<file path="src/rtl/from_8bit_pkg.sv">
// from_8bit_pkg: width codes and helpers shared by the 8-bit narrowing and widening stages.
package from_8bit_pkg;
    localparam logic [1:0] WIDTH_8   = 2'b00;
    localparam logic [1:0] WIDTH_16  = 2'b01;
    localparam logic [1:0] WIDTH_32  = 2'b10;
    localparam logic [1:0] WIDTH_RSV = 2'b11;

    function automatic logic [2:0] width_to_bytes(input logic [1:0] code);
        return code == WIDTH_32 ? 3'd4 : code == WIDTH_16 ? 3'd2 : 3'd1;
    endfunction

    function automatic logic [31:0] byteMask(input logic [1:0] code);
        return code == WIDTH_32 ? 32'hFFFF_FFFF : code == WIDTH_16 ? 32'h0000_FFFF : 32'h0000_00FF;
    endfunction
endpackage

</file>
<file path="src/rtl/from_8bit.sv">
// from_8bit: rebuilds 8/16/32-bit words from a byte stream, pulsing validOut per word
// and errOut whenever a partial word is thrown away.
module from_8bit
    import from_8bit_pkg::*;
#(
    parameter int BYTE_W    = 8,
    parameter bit MSB_FIRST = 1'b1
) (
    input  logic              clk,
    input  logic              rst,
    input  logic              enb,
    input  logic              validIn,
    input  logic [BYTE_W-1:0] dataIn,
    input  logic [1:0]        dataS,
    output logic [31:0]       dataOut,
    output logic [1:0]        dataSOut,
    output logic              validOut,
    output logic              errOut
);
    logic [1:0]  cnt, wS, lane;
    logic [31:0] acc, base, nextAcc;
    logic        accept, change, last;

    always_comb begin
        accept  = enb & validIn & (dataS != WIDTH_RSV);
        change  = dataS != wS;
        // a width change restarts the word with the current byte as byte 0
        lane    = change ? 2'd0 : cnt;
        last    = {1'b0, lane} == width_to_bytes(dataS) - 3'd1;
        base    = lane == 2'd0 ? 32'd0 : acc;
        nextAcc = MSB_FIRST ? {acc[23:0], dataIn} : base | (32'(dataIn) << {lane, 3'b000});
    end

    always_ff @(posedge clk or negedge rst) begin
        if (!rst) begin
            cnt      <= 2'd0;
            acc      <= 32'd0;
            wS       <= WIDTH_8;
            dataOut  <= 32'd0;
            dataSOut <= WIDTH_8;
            validOut <= 1'b0;
            errOut   <= 1'b0;
        end else begin
            validOut <= 1'b0;
            errOut   <= 1'b0;
            if (accept) begin
                acc    <= nextAcc;
                wS     <= dataS;
                errOut <= change && cnt != 2'd0;
                cnt    <= last ? 2'd0 : lane + 2'd1;
                if (last) begin
                    dataOut  <= nextAcc & byteMask(dataS);
                    dataSOut <= dataS;
                    validOut <= 1'b1;
                end
            end else if (enb && validIn) begin
                cnt    <= 2'd0;
                errOut <= cnt != 2'd0;
            end
        end
    end
endmodule

</file>
<file path="config.mk">
export PLATFORM = sky130hd
export DESIGN_NAME = from_8bit
export DESIGN_NICKNAME = d
export VERILOG_FILES = /design/src/rtl/from_8bit_pkg.sv /design/src/rtl/from_8bit.sv
export SDC_FILE = /design/constraint.sdc
export NUM_CORES = 1
export LEC_CHECK = 0
export BUFFER_PORTS_ARGS = -buffer_cell sky130_fd_sc_hd__buf_2
export CORE_MARGIN = 8
export CORE_UTILIZATION = 49
export CTS_BUF_LIST = sky130_fd_sc_hd__clkbuf_8 sky130_fd_sc_hd__clkbuf_16
export DETAILED_ROUTE_END_ITERATION = 10
export PLACE_DENSITY_LB_ADDON = 0.05
export SYNTH_ARGS = -nofsm -noshare
export SYNTH_HDL_FRONTEND = slang
export SYNTH_SLANG_ARGS = --single-unit
export TNS_END_PERCENT = 1
</file>
<file path="constraint.sdc">
create_clock -name clk -period 1.9 [get_ports clk]
set_clock_uncertainty 0.15 [all_clocks]
set_input_delay 0.095 -clock clk [delete_from_list [all_inputs] [get_ports clk]]
set_output_delay 0.095 -clock clk [all_outputs]
set_load 0.05 [all_outputs]
</file>
==> results.sh <==
export IMPL_status="completed"
export IMPL_num_vias=1890
export IMPL_n_antenna_cell=0
export IMPL_root_buffer="clkbuf_8"
export IMPL_power_density_nw_per_um2=1080
export IMPL_die_w_um=88.5
export IMPL_post_place_ws_ns=-0.0760
export IMPL_ant_nets=0
export IMPL_dp_hpwl_mm=3.77
export IMPL_cts_sink_count=64
export IMPL_grt_pass1_wl_mm=9.69
export IMPL_hold_viol_final=0
export IMPL_cts_tree="built"
export IMPL_h_tree_depth=3
export IMPL_synth_cell_type_count=27
export IMPL_cap_violations=0
export IMPL_setup_viol=0
export IMPL_syn_area_sq_um=2570
export IMPL_final_max_slew_viol_count=0
export IMPL_clk_pin_slew_worst_paths_ns=0.06
export IMPL_switching_share_pct=31.9
export IMPL_cp_required_ns=1.97
export IMPL_avgSynthCellArea_sq_um=11.4
export IMPL_die_h_um=88.5
export IMPL_seq_power_share_pct=46.4
export IMPL_netlist_instances=226
export IMPL_synthTopCellsByCount="80 x nand2_1, 64 x dfrtp_1, 25 x a22o_1"
export IMPL_grt_total_usage_pct=16.4
export IMPL_cp_arrival_ns=1.95
export IMPL_finalCritPeriodShare_pct=98.9
export IMPL_yosys_register_bits=64
export IMPL_leakage_nw=1.79
export IMPL_crit_slowest_cell="dfrtp_1"
export IMPL_grt_max_degree=45
export IMPL_slew_headroom_pct=66.0
export IMPL_tightest_slew_ns=0.510
export IMPL_irDropWorstVdd_mv=0.733
export IMPL_ys_seq_area_share_pct=62.2
export IMPL_core_area_sq_um=5070
export IMPL_fin_crit_ns=1.88
export IMPL_io_pin_count=50
export IMPL_drt_iter0_drc=68
export IMPL_nFillCells=411
export IMPL_cp_start_kind="register"
export IMPL_synthesis_nets=242
export IMPL_final_net_count=322
export IMPL_synth_top_area_share_pct=62.2
export IMPL_async_flop_share_pct=100
export IMPL_row_count=26
export IMPL_drive_gt1_share_pct=31.0
export IMPL_antenna_found_initial=0
export IMPL_drc_errors=0
export IMPL_power_share_combinational_pct=23.1
export IMPL_yosysWarnings=0
export IMPL_rsz0062_at_grt="yes"
export IMPL_setup_ws_ns=0.0200
export IMPL_synth_area_leaders="dfrtp_1 62%, nand2_1 12%, a22o_1 8.5%"
export IMPL_post_route_util_pct=65.9
export IMPL_cp_max_fo=4
export IMPL_ys_flop_type="dfrtp_1"
export IMPL_drtPass1Iterations=4
export IMPL_area_growth_pct=29.9
export IMPL_grt_pass1_vias=1993
export IMPL_initial_core_util_pct=50.7
export IMPL_port_buffers=49
export IMPL_fmax_ghz=0.532
export IMPL_grt_ovfl_total=0
export IMPL_synth_edf_count=0
export IMPL_dieArea_sq_um=7830
export IMPL_clk_latency_ns=0.33
export IMPL_min_path_type="input port to asynchronous set/reset pin"
export IMPL_cts_buffers_inserted=9
export IMPL_whs_ns=0.117
export IMPL_end_kind="register"
export IMPL_wirelength_mm=5.62
export IMPL_p_int_w=0.00247
export IMPL_power_switching_w=0.00116
export IMPL_cpPeakStageDelay_ns=0.39
export IMPL_drt_wirelength_per_cell_um=14.8
export IMPL_critPathKind="register to register"
export IMPL_synth_largest_area_cell="dfrtp_1"
export IMPL_power_share_clock_pct=30.5
export IMPL_crit_path_cell_trace="xor2_1 > o311a_1 > a21oi_4 > buf_4 > mux2_2"
export IMPL_avgViaCountPerCell=4.97
export IMPL_synth_most_common_cell="nand2_1"
export IMPL_cts_buffer_depth=2
export IMPL_setup_tns_ns=0
export IMPL_place_gp_congestion=0.905
-- cell families (layout without fill, tap and decap cells) --
kind of cell	count (synthesis)	in the layout	share of synthesized area, %
and+or+nand+nor	93	93	14.9
DFF	64	64	62.2
buffers and inverters	16	100	2.72
adders and majority gates	2	2	0.972
AOI/OAI and AO/OA	34	34	11.2
xor gates and xnor gates	7	7	2.38
muxes	10	10	5.54
-- worst paths after layout --
path / startpoint / endpoint / slack (ns) / cells after the start
worst min-delay path: rst / errOut / 0.12 / 2
worst min register to register: acc[22] / acc[22] / 0.33 / 2
min in group clk: dataS[0] / errOut / 0.18 / 5
worst max register to register: wS[0] / dataSOut[0] / 0.02 / 5
worst max-delay path: wS[0] / dataSOut[0] / 0.02 / 5
max in group asynchronous: rst / acc[15] / 0.88 / 3
-- timing repair --
action,in CTS,in global routing
endpoints found under the setup margin,2,26
endpoints found under the hold margin,53,0
buffers inserted,0,0
pin swaps,1,0
hold buffers,15,0
resized for setup,1,1
-- registers in the layout, summed over array words and instances, names as in the netlist --
name and count:
dataOut 32, acc 24, cnt 2, dataSOut 2, wS 2, errOut 1, validOut 1
-- worst max-delay path, delay by kind of cell, from the launching register on --
family | cells | cell delay, ns
buffers and inverters | 1 | 0.15
AO/OA/AOI/OAI | 2 | 0.59
XOR/XNOR | 1 | 0.17
flip-flops | 1 | 0.39
multiplexers | 1 | 0.32
-- area by class of cell --
| class | count | area [sq um] | share of cell area [%] |
|---|---|---|---|
| clock inverters | 5 | 50.0 | 1.50 |
| well taps | 70 | 87.6 | 2.62 |
| clock buffers | 10 | 138 | 4.12 |
| flip-flops and latches | 64 | 1600 | 47.9 |
| repair buffers | 82 | 543 | 16.2 |
| multi-input cells | 146 | 910 | 27.2 |
| inverters | 3 | 13.8 | 0.412 |
-- power groups by stage --
stage / logic (W) / registers [W] / clock network [W]
6_report: 0.000835 / 0.00168 / 0.00111
5_1_grt: 0.000900 / 0.00170 / 0.00121
4_1_cts: 0.000838 / 0.00168 / 0.00114
3_5_place_dp: 0.000813 / 0.00170 / 0
3_3_place_gp: 0.000801 / 0.00170 / 0
2_1_floorplan: 0.000289 / 0.00198 / 0
-- per-layer routing --
layer,global-route usage (%),wire length (um)
met1,21.6,2640
met2,23.6,2500
met3,5.76,377
met4,7.83,95
met5,0,0
-- cells in the final DEF (no fill, tap or decap), types with 2 or more instances in the layout --
| cell | instances |
|---|---|
| nand2_1 | 80 |
| dfrtp_1 | 63 |
| buf_2 | 49 |
| a22o_1 | 25 |
| buf_4 | 17 |
| dlygate4sd3_1 | 15 |
| clkbuf_8 | 10 |
| mux2_4 | 8 |
| xor2_1 | 5 |
| inv_1 | 4 |
| nor3_1 | 3 |
| nand3_1 | 3 |
| nor2_1 | 2 |
| mux2_2 | 2 |
| a31oi_1 | 2 |
| o21ai_0 | 2 |
| ha_1 | 2 |
-- through the flow --
step | std cells | cell area (sq um) | total power [W]
after floorplan | 226 | 2570 | 0.00227
after global placement | 350 | 3000 | 0.00250
after detailed placement | 350 | 3000 | 0.00252
after CTS | 380 | 3340 | 0.00366
after global routing | 380 | 3340 | 0.00381
final | 380 | 3340 | 0.00362
(Power assumes the default switching activity.)
